File: src/rtl/phy_link_pkg.sv
// Shared definitions for the PHY transmit link scheduler: state encoding,
// default symbols and lane count.
package phy_link_pkg;

    typedef enum logic [1:0] {
        ST_RESET  = 2'b00,
        ST_TRAIN  = 2'b01,
        ST_ACTIVE = 2'b10
    } link_state_t;

    localparam logic [7:0] COMMA_DEFAULT = 8'hBC;
    localparam logic [7:0] IDLE_DEFAULT  = 8'h7C;
    localparam int         NUM_LANES     = 4;

endpackage

File: src/rtl/rr_arbiter4.sv
// Four-way round-robin arbiter: grants the first requester found after the
// pointer position, wrapping around.
module rr_arbiter4
    import phy_link_pkg::*;
(
    input  logic [3:0] req,
    input  logic [1:0] ptr,
    output logic [3:0] grant,
    output logic [1:0] index,
    output logic       any_grant
);

    logic [1:0] cand;

    // The last candidate (k = 4) wraps back to the pointer lane itself.
    always_comb begin
        grant     = '0;
        index     = ptr;
        any_grant = 1'b0;
        cand      = ptr;
        for (int k = 1; k <= NUM_LANES; k++) begin
            cand = ptr + 2'(k);
            if (!any_grant && req[cand]) begin
                grant[cand] = 1'b1;
                index       = cand;
                any_grant   = 1'b1;
            end
        end
    end

endmodule

File: src/rtl/phy_link_sched.sv
// Transmit link controller: trains the link with commas until RX lock, then
// round-robin schedules four lane holding registers onto the serializer.
module phy_link_sched
    import phy_link_pkg::*;
#(
    parameter int         SYNC_CYCLES = 4,
    parameter int         LOSS_CYCLES = 8,
    parameter logic [7:0] COMMA       = COMMA_DEFAULT,
    parameter logic [7:0] IDLE_SYM    = IDLE_DEFAULT
) (
    input  logic       clk_f,
    input  logic       reset,
    input  logic [7:0] data_in_0,
    input  logic [7:0] data_in_1,
    input  logic [7:0] data_in_2,
    input  logic [7:0] data_in_3,
    input  logic       valid_in_0,
    input  logic       valid_in_1,
    input  logic       valid_in_2,
    input  logic       valid_in_3,
    output logic       ready_0,
    output logic       ready_1,
    output logic       ready_2,
    output logic       ready_3,
    input  logic       rx_sync,
    output logic [7:0] tx_data,
    output logic       tx_k,
    output logic       tx_valid,
    output logic [1:0] tx_lane,
    output logic       link_up,
    output logic [1:0] state
);

    localparam int SYNC_W = $clog2(SYNC_CYCLES + 1);
    localparam int LOSS_W = $clog2(LOSS_CYCLES + 1);
    localparam logic [SYNC_W-1:0] SYNC_LAST = SYNC_W'(SYNC_CYCLES - 1);
    localparam logic [SYNC_W-1:0] SYNC_MAX  = SYNC_W'(SYNC_CYCLES);
    localparam logic [LOSS_W-1:0] LOSS_LAST = LOSS_W'(LOSS_CYCLES - 1);

    link_state_t       state_q;
    logic [SYNC_W-1:0] sync_cnt;
    logic [LOSS_W-1:0] loss_cnt;
    logic [1:0]        ptr;
    logic [3:0]        full;
    logic [7:0]        hold [NUM_LANES];
    logic [7:0]        din  [NUM_LANES];
    logic [3:0]        vin;
    logic [3:0]        grant;
    logic [3:0]        grant_en;
    logic [1:0]        grant_idx;
    logic              any_grant;

    assign din[0] = data_in_0;
    assign din[1] = data_in_1;
    assign din[2] = data_in_2;
    assign din[3] = data_in_3;
    assign vin    = {valid_in_3, valid_in_2, valid_in_1, valid_in_0};

    assign ready_0 = ~full[0];
    assign ready_1 = ~full[1];
    assign ready_2 = ~full[2];
    assign ready_3 = ~full[3];

    assign state    = state_q;
    assign grant_en = (state_q == ST_ACTIVE) ? grant : 4'b0000;

    rr_arbiter4 u_arb (
        .req       (full),
        .ptr       (ptr),
        .grant     (grant),
        .index     (grant_idx),
        .any_grant (any_grant)
    );

    // A full register cannot accept, so grant and accept never collide on one lane.
    always_ff @(posedge clk_f or posedge reset) begin
        if (reset) begin
            full <= '0;
            for (int i = 0; i < NUM_LANES; i++) begin
                hold[i] <= '0;
            end
        end else begin
            for (int i = 0; i < NUM_LANES; i++) begin
                if (grant_en[i]) begin
                    full[i] <= 1'b0;
                end else if (vin[i] && !full[i]) begin
                    full[i] <= 1'b1;
                    hold[i] <= din[i];
                end
            end
        end
    end

    always_ff @(posedge clk_f or posedge reset) begin
        if (reset) begin
            state_q  <= ST_RESET;
            sync_cnt <= '0;
            loss_cnt <= '0;
            ptr      <= 2'd3;
            tx_data  <= IDLE_SYM;
            tx_k     <= 1'b1;
            tx_valid <= 1'b0;
            tx_lane  <= 2'd0;
            link_up  <= 1'b0;
        end else begin
            case (state_q)
                ST_RESET: begin
                    state_q <= ST_TRAIN;
                end
                ST_TRAIN: begin
                    tx_data  <= COMMA;
                    tx_k     <= 1'b1;
                    tx_valid <= 1'b0;
                    loss_cnt <= '0;
                    if (rx_sync) begin
                        if (sync_cnt == SYNC_LAST) begin
                            state_q <= ST_ACTIVE;
                            link_up <= 1'b1;
                        end
                        if (sync_cnt != SYNC_MAX) begin
                            sync_cnt <= sync_cnt + 1'b1;
                        end
                    end else begin
                        sync_cnt <= '0;
                    end
                end
                ST_ACTIVE: begin
                    if (any_grant) begin
                        tx_data  <= hold[grant_idx];
                        tx_k     <= 1'b0;
                        tx_valid <= 1'b1;
                        tx_lane  <= grant_idx;
                        ptr      <= grant_idx;
                    end else begin
                        tx_data  <= IDLE_SYM;
                        tx_k     <= 1'b1;
                        tx_valid <= 1'b0;
                    end
                    // Retrain on a sustained run of lost sync; buffered bytes wait.
                    if (rx_sync) begin
                        loss_cnt <= '0;
                    end else if (loss_cnt == LOSS_LAST) begin
                        state_q  <= ST_TRAIN;
                        link_up  <= 1'b0;
                        sync_cnt <= '0;
                        loss_cnt <= '0;
                    end else begin
                        loss_cnt <= loss_cnt + 1'b1;
                    end
                end
                default: begin
                    state_q <= ST_RESET;
                end
            endcase
        end
    end

endmodule

File: config.mk
export PLATFORM = sky130hd
export DESIGN_NAME = phy_link_sched
export DESIGN_NICKNAME = d
export VERILOG_FILES = /design/src/rtl/phy_link_pkg.sv /design/src/rtl/rr_arbiter4.sv /design/src/rtl/phy_link_sched.sv
export SDC_FILE = /design/constraint.sdc
export NUM_CORES = 1
export LEC_CHECK = 0
export BUFFER_PORTS_ARGS = -buffer_cell sky130_fd_sc_hd__buf_2
export CAP_MARGIN = 25
export CORE_MARGIN = 2
export CORE_UTILIZATION = 48
export DETAILED_ROUTE_END_ITERATION = 10
export GPL_TIMING_DRIVEN = 0
export PLACE_DENSITY = 0.72
export SLEW_MARGIN = 20
export SYNTH_ARGS = -nofsm -noshare
export SYNTH_HDL_FRONTEND = slang
export SYNTH_SLANG_ARGS = --single-unit
export TNS_END_PERCENT = 5
File: constraint.sdc
create_clock -name clk_f -period 4.25 [get_ports clk_f]
set_input_delay 0 -clock clk_f [delete_from_list [all_inputs] [get_ports clk_f]]
set_output_delay 0 -clock clk_f [all_outputs]
set_load 0.01 [all_outputs]
# --- Word level (Yosys, flattened, before mapping) ---
# Index checks and enable logic that the tools add are counted.
classes:
  add_sub_neg: 5
  n_mul: 0
  div: 0
  order_cmp: 9
  n_eq_ne: 10
  shift: 0
  muxes: 64
  bitwise: 12
  reduce_logical: 32
op_table:
  columns: ["cell", "n"]
  rows:
  - ["$mux W4", 7]
  - ["$mux W1", 26]
  - ["$mux W8", 3]
  - ["$bmux W8 S2", 1]
  - ["$mux W2", 8]
  - ["$pmux W8 S2", 1]
  - ["$lt A2 B3 Y1 const B", 4]
  - ["$mux W3", 4]
  - ["$or A4 B4 Y4", 3]
  - ["$logic_and A1 B1 Y1", 11]
  - ["$reduce_and A2 Y1", 5]
  - ["$reduce_bool A2 Y1", 5]
  - ["$bmux W1 S2", 4]
  - ["$demux W1 S2", 4]
  - ["$ge A2 B1 Y1 const B", 4]
  - ["$not A1 Y1", 8]
  - ["$pmux W4 S2", 1]
  - ["$reduce_and A4 Y1", 2]
  - ["$logic_not A1 Y1", 7]
  - ["$ne A2 B2 Y1 const B", 3]
  - ["$ne A3 B3 Y1 const B", 2]
  - ["$pmux W1 S2", 3]
  - ["$pmux W2 S3", 1]
  - ["$pmux W3 S2", 1]
  - ["other kinds (13)", 14]
word_totals:
  regBits: 60
  latch_bits: 0
  ramBits: 0
  mem_bits_ro: 0
  in_bits: 39
  word_cells: 149
  mem_count: 0

# --- Logic depth before layout (Yosys ltp) ---
logic_depth:
  word_depth: 19
  ltp_mapped: 13

# --- Cells and area by module ---
# Synthesis repeated with hierarchy kept, for this count alone.
hier_totals:
  hier_cells: 277
  hier_area_um2: 3308.2
by_module_without_submodules:
  columns: ["module", "n_inst", "cells_each", "area_per_inst_um2", "seq_area_each_um2"]
  rows:
  - ["phy_link_sched", 1, 203, 2760.1, 1511.4]
  - ["rr_arbiter4", 1, 74, 548.0, 0.0]

# --- Worst setup path before layout ---
# OpenSTA, ideal clock, no wires.
synth_timing:
  kind: "flip-flop to flip-flop"
  start: "register ptr[0]"
  end: "register hold[0] in the netlist's numbering"
  setup_ps: 125
  t_arrival_ps: 3028
  setup_slack_ps: 1097
  path_stages_with_launch: 14
  path_buffers: 4
  cell_sequence: "dfstp_2 > buf_6 > inv_2 > ha_1 > buf_6 > and3b_1 > o211a_1 > or2_1 > buf_6 > a222oi_1 > o21ai_1 > a211o_1 > buf_6 > mux2_4"
synth_via:
  elab_chain_len: 16
  word_cells_on_any_way: 50
synth_rtl:
  columns: ["element", "line", "text"]
  rows:
  - ["start: declaration", "phy_link_sched.sv:43", "logic [1:0] ptr;"]
  - ["start signal: assignment", "phy_link_sched.sv:133", "ptr <= grant_idx;"]
  - ["parallel branches: the longest is 12 deep, another holds $lt A2 B3 Y1", null, null]
  - ["$mux W4 (*)", "rr_arbiter4.sv:23", "if (!any_grant && req[cand]) begin"]
  - ["$mux W4 (*)", "phy_link_sched.sv:65", "assign grant_en = (state_q == ST_ACTIVE) ? grant : 4'b0000;"]
  - ["$not A1 Y1 (no source line) (*)", null, null]
  - ["$reduce_and A2 Y1 (no source line) (*)", null, null]
  - ["end signal: indexed assignment", "phy_link_sched.sv:88", "hold[i] <= din[i];"]
  - ["end: declaration", "phy_link_sched.sv:45", "logic [7:0] hold [NUM_LANES];"]
# Every way passes the cells marked *. The select of a mux whose other input is x is not followed.
# A chain may end at the register's enable or synchronous reset.

# --- Worst setup path in the final report ---
layout_timing:
  start: "register ptr[1]"
  end: "register tx_data[5]"
layout_via:
  elab_chain_len: 19
  word_cells_on_any_way: 31
layout_rtl:
  columns: ["element", "line", "text"]
  rows:
  - ["$add A2 B1 Y2", "rr_arbiter4.sv:22", "cand = ptr + 2'(k);"]
  - ["$bmux W1 S2", "rr_arbiter4.sv:23", null]
  - ["$mux W1 (implied by the code)", "rr_arbiter4.sv:23", null]
  - ["$mux W1", "rr_arbiter4.sv:23", null]
  - ["$logic_not A1 Y1", "rr_arbiter4.sv:23", null]
  - ["$logic_and A1 B1 Y1", "rr_arbiter4.sv:23", null]
  - ["$mux W1", "rr_arbiter4.sv:23", null]
  - ["$logic_not A1 Y1", "rr_arbiter4.sv:23", null]
  - ["(+2 left out)", null, null]
  - ["$logic_not A1 Y1", "rr_arbiter4.sv:23", null]
  - ["$logic_and A1 B1 Y1", "rr_arbiter4.sv:23", null]
  - ["$mux W2", "rr_arbiter4.sv:23", null]
  - ["$not A2 Y3 (implied by the code)", "phy_link_sched.sv:129", "tx_data <= hold[grant_idx];"]
  - ["$bmux W8 S2", "phy_link_sched.sv:129", null]
  - ["$mux W8 (implied by the code) (2 in series)", "phy_link_sched.sv:129", null]
  - ["$mux W8 (*)", "phy_link_sched.sv:128", "if (any_grant) begin"]
  - ["$pmux W8 S2 (*)", "phy_link_sched.sv:106", "case (state_q)"]
  - ["end signal: assignment", "phy_link_sched.sv:129", null]
  - ["end: declaration", "phy_link_sched.sv:26", "output logic [7:0] tx_data,"]
# Mark *: on every way between the ends. The rest lies on a longest branch, timed or not. The select of a mux whose other input is x is not followed.

==> impl_metrics.json <==
{
  "maxSlewHeadroom": 0.650,
  "r2r-start": "ptr[1]$_DFFE_PP1P_",
  "hpwl_mm": 5.42,
  "cp-endpoint": "tx_data[5]$_DFFE_PP1N_",
  "worst-setup-path-type": "flip-flop to flip-flop",
  "drt-pass1-iter-count": 5,
  "clockRootBuffer": "clkbuf_8",
  "drc": 0,
  "wirelength_mm": 8.39,
  "fmaxAchievable_mhz": 285,
  "cts_buffers": 9,
  "cts_tree": "yes",
  "worstPathMaxFanout": 10,
  "die-area_um2": 7760,
  "setup_tns_ps": 0,
  "synth_top_family_by_area": "multiplexers",
  "vdd_drop_max_mv": 0.342,
  "numClockSinks": 60,
  "drv_slew": 0,
  "synth_edf_count": 0,
  "worstPathCellList": "buf_4 -> inv_1 -> ha_1 -> buf_6 -> and3b_1 -> o211a_1 -> or2_1 -> buf_6 -> o31ai_4 -> buf_6 -> mux2_1 -> o22ai_1 -> nor2_1",
  "crit_top_cell": "buf_6",
  "track_usage": 0.231,
  "cp-end-kind": "flip-flop",
  "min_period_over_period": 0.827,
  "syn_nets": 338,
  "syn_to_final_growth_pct": 29.7,
  "critPathSlowestCell": "dfstp_2",
  "vias_per_cell": 5.52,
  "grt_max_degree": 40,
  "status": "completed",
  "rows": 30,
  "power.density_nw_per_um2": 723,
  "power_leakage_nw": 2.13,
  "io_pins": 58,
  "drtAntennaViolNets": 0,
  "synth_top_area_frac": 0.384,
  "critPathRequiredTime_ps": 4530,
  "synth-simple-area-share": 0.0889,
  "synthTopCellsByCount": "dfrtp_1 (52), mux2_4 (32), inv_1 (21)",
  "synth-main-ff-cell": "dfrtp_1",
  "yosys.cell_types.count": 52,
  "syn_area_um2": 3390,
  "ys_seq_elements": 60,
  "yosys.area.top_type": "dfrtp_1",
  "synth-xor-area-share": 0,
  "synth_compound_area_frac": 0.126,
  "drtIter0Drc": 253,
  "finalHoldViolCount": 0,
  "setup_viol": 0,
  "synthCells": 284,
  "post-route-min-period_ps": 3510,
  "gp_congestion": 0.993,
  "async_reset_ff_frac": 1.00,
  "synth.most_common_cell": "dfrtp_1",
  "vias": 2712,
  "worstSetupStartpoint": "ptr[1]$_DFFE_PP1P_",
  "fp.dieW_um": 88.1,
  "syn_area_per_cell_um2": 11.9,
  "slowest_delay_ps": 600,
  "max_cap_viol_count": 0,
  "r2r-end": "tx_data[5]$_DFFE_PP1N_",
  "overflow": 0,
  "n_antenna_cell": 0,
  "io_buffers": 56,
  "insertion_delay_ps": 350,
  "fin_nets": 444,
  "fin_util": 0.644,
  "fin_worst_skew_ps": 16.8,
  "wire_per_inst_um": 17.1,
  "synth_mux_area_frac": 0.215,
  "hold_class": "primary input to flip-flop",
  "seq_area_frac_synth": 0.446,
  "core-area_um2": 6830,
  "fin_hold_ws_ps": 83.7,
  "die_h_um": 88.1,
  "synth_fa_ha_area_frac": 0.0553,
  "start_util": 0.497,
  "grt_pass1_wl_mm": 13.3,
  "cts_buffer_depth": 2,
  "cts_resized": 0,
  "cp-start-kind": "flip-flop",
  "reg2reg_depth": 13,
  "htreeDepth": 3,
  "drive_gt1_frac": 0.359,
  "rrSetupSlack_ps": 740,
  "first_global_vias": 2715,
  "path_clk_slew_ps": 80,
  "rsz0062_at_grt": "no",
  "tightest_slew_ps": 518,
  "synth.area.top_cells": "dfrtp_1 (38%), mux2_4 (14%), dfstp_2 (6.2%), ha_1 (5.5%), buf_6 (3.0%)",
  "hold_start": "rx_sync",
  "antenna_found_initial": 0,
  "ys_warn_count": 0,
  "post-cts-setup-buffers": 0,
  "cp.arrival_ps": 3790
}
cell families after synthesis:
logic type | after synthesis
multiplexers | 52
flip-flops | 60
AND/OR/NAND/NOR | 58
buffers and inverters | 42
adder cells (fa/ha/maj) | 15
AO/OA/AOI/OAI | 57
worst min-delay path by stage:
stage                                   end  slack, ps  cells after the start
floorplan               hold[0]$_DFFE_PP0P_        150                      1
global placement       hold[23]$_DFFE_PP0P_        230                      2
finish              sync_cnt[1]$_DFFE_PP0P_         80                      3
detailed placement     hold[26]$_DFFE_PP0P_        -20                      2
global route        sync_cnt[1]$_DFFE_PP0P_        140                      3
CTS                 sync_cnt[0]$_DFFE_PP0P_         80                      3
critical path, delay by kind of cell (launching register included):
| kind | cells | cell delay [ps] |
|---|---|---|
| adder cells (fa/ha/maj) | 1 | 330 |
| AND/OR/NAND/NOR | 3 | 450 |
| AO/OA/AOI/OAI | 3 | 820 |
| multiplexers | 1 | 360 |
| flip-flops | 1 | 600 |
| buffers and inverters | 5 | 880 |
registers in the layout, summed over array words and instances (netlist names):
name and count:
tx_data 8, hold 32, full 4, tx_valid 1, state 2, sync_cnt 3, link_up 1, tx_lane 2
loss_cnt 4, tx_k 1, ptr 2
layout by cell type, fill, tap and decap left out, types with 5 or more instances in the layout:
cell / count
dfrtp_1: 52
mux2_1: 6
dfstp_2: 8
buf_2: 59
a21oi_1: 7
inv_1: 20
buf_6: 9
clkbuf_1: 5
nor3_1: 6
nand2b_1: 5
nand3_1: 8
o22ai_1: 5
clkbuf_8: 11
mux2_4: 32
o21ai_0: 7
mux2i_1: 7
dlygate4sd3_1: 37
ha_1: 15
nand2_1: 8
nor2_1: 16
o21ai_1: 5
where the power goes:
part	internal (mW)	switching, mW
Combinational	0.823	0.820
Clock	0.304	0.241
Sequential	0.830	0.166
layer usage:
| layer | part of all wire | up-vias | GRT usage |
|---|---|---|---|
| met4 | 0.033 | 0 | 0.120 |
| met5 | 0 | - | 0 |
| met2 | 0.49 | 101 | 0.368 |
| li1 | - | 1238 | - |
| met3 | 0.052 | 21 | 0.0500 |
| met1 | 0.42 | 1352 | 0.297 |
final cells by class:
| class | instances | area, um^2 |
|---|---|---|
| tap | 96 | 120 |
| clock inverter | 5 | 58.8 |
| timing repair buffer | 95 | 676 |
| clock buffer | 11 | 151 |
| multi-input combinational | 182 | 1650 |
| fill | 559 | 2430 |
| inverter | 24 | 92.6 |
| buffer | 18 | 143 |
| sequential | 60 | 1510 |
per-stage QoR:
stage	cell area, um^2	total power, mW	setup WS, ps	std cells
after global routing	4400	3.39	563	491
final	4400	3.18	735	491
after CTS	4400	3.16	738	490
after global placement	3790	2.53	781	436
after detailed placement	3810	2.58	764	437
after floorplan	3390	2.18	1100	284
what timing repair did:
item,4_1_cts,5_1_grt
hold buffers,37,0
endpoints found under the hold margin,88,0
setup endpoints to repair,0,0
No activity file was read; power rests on OpenSTA's default activity.
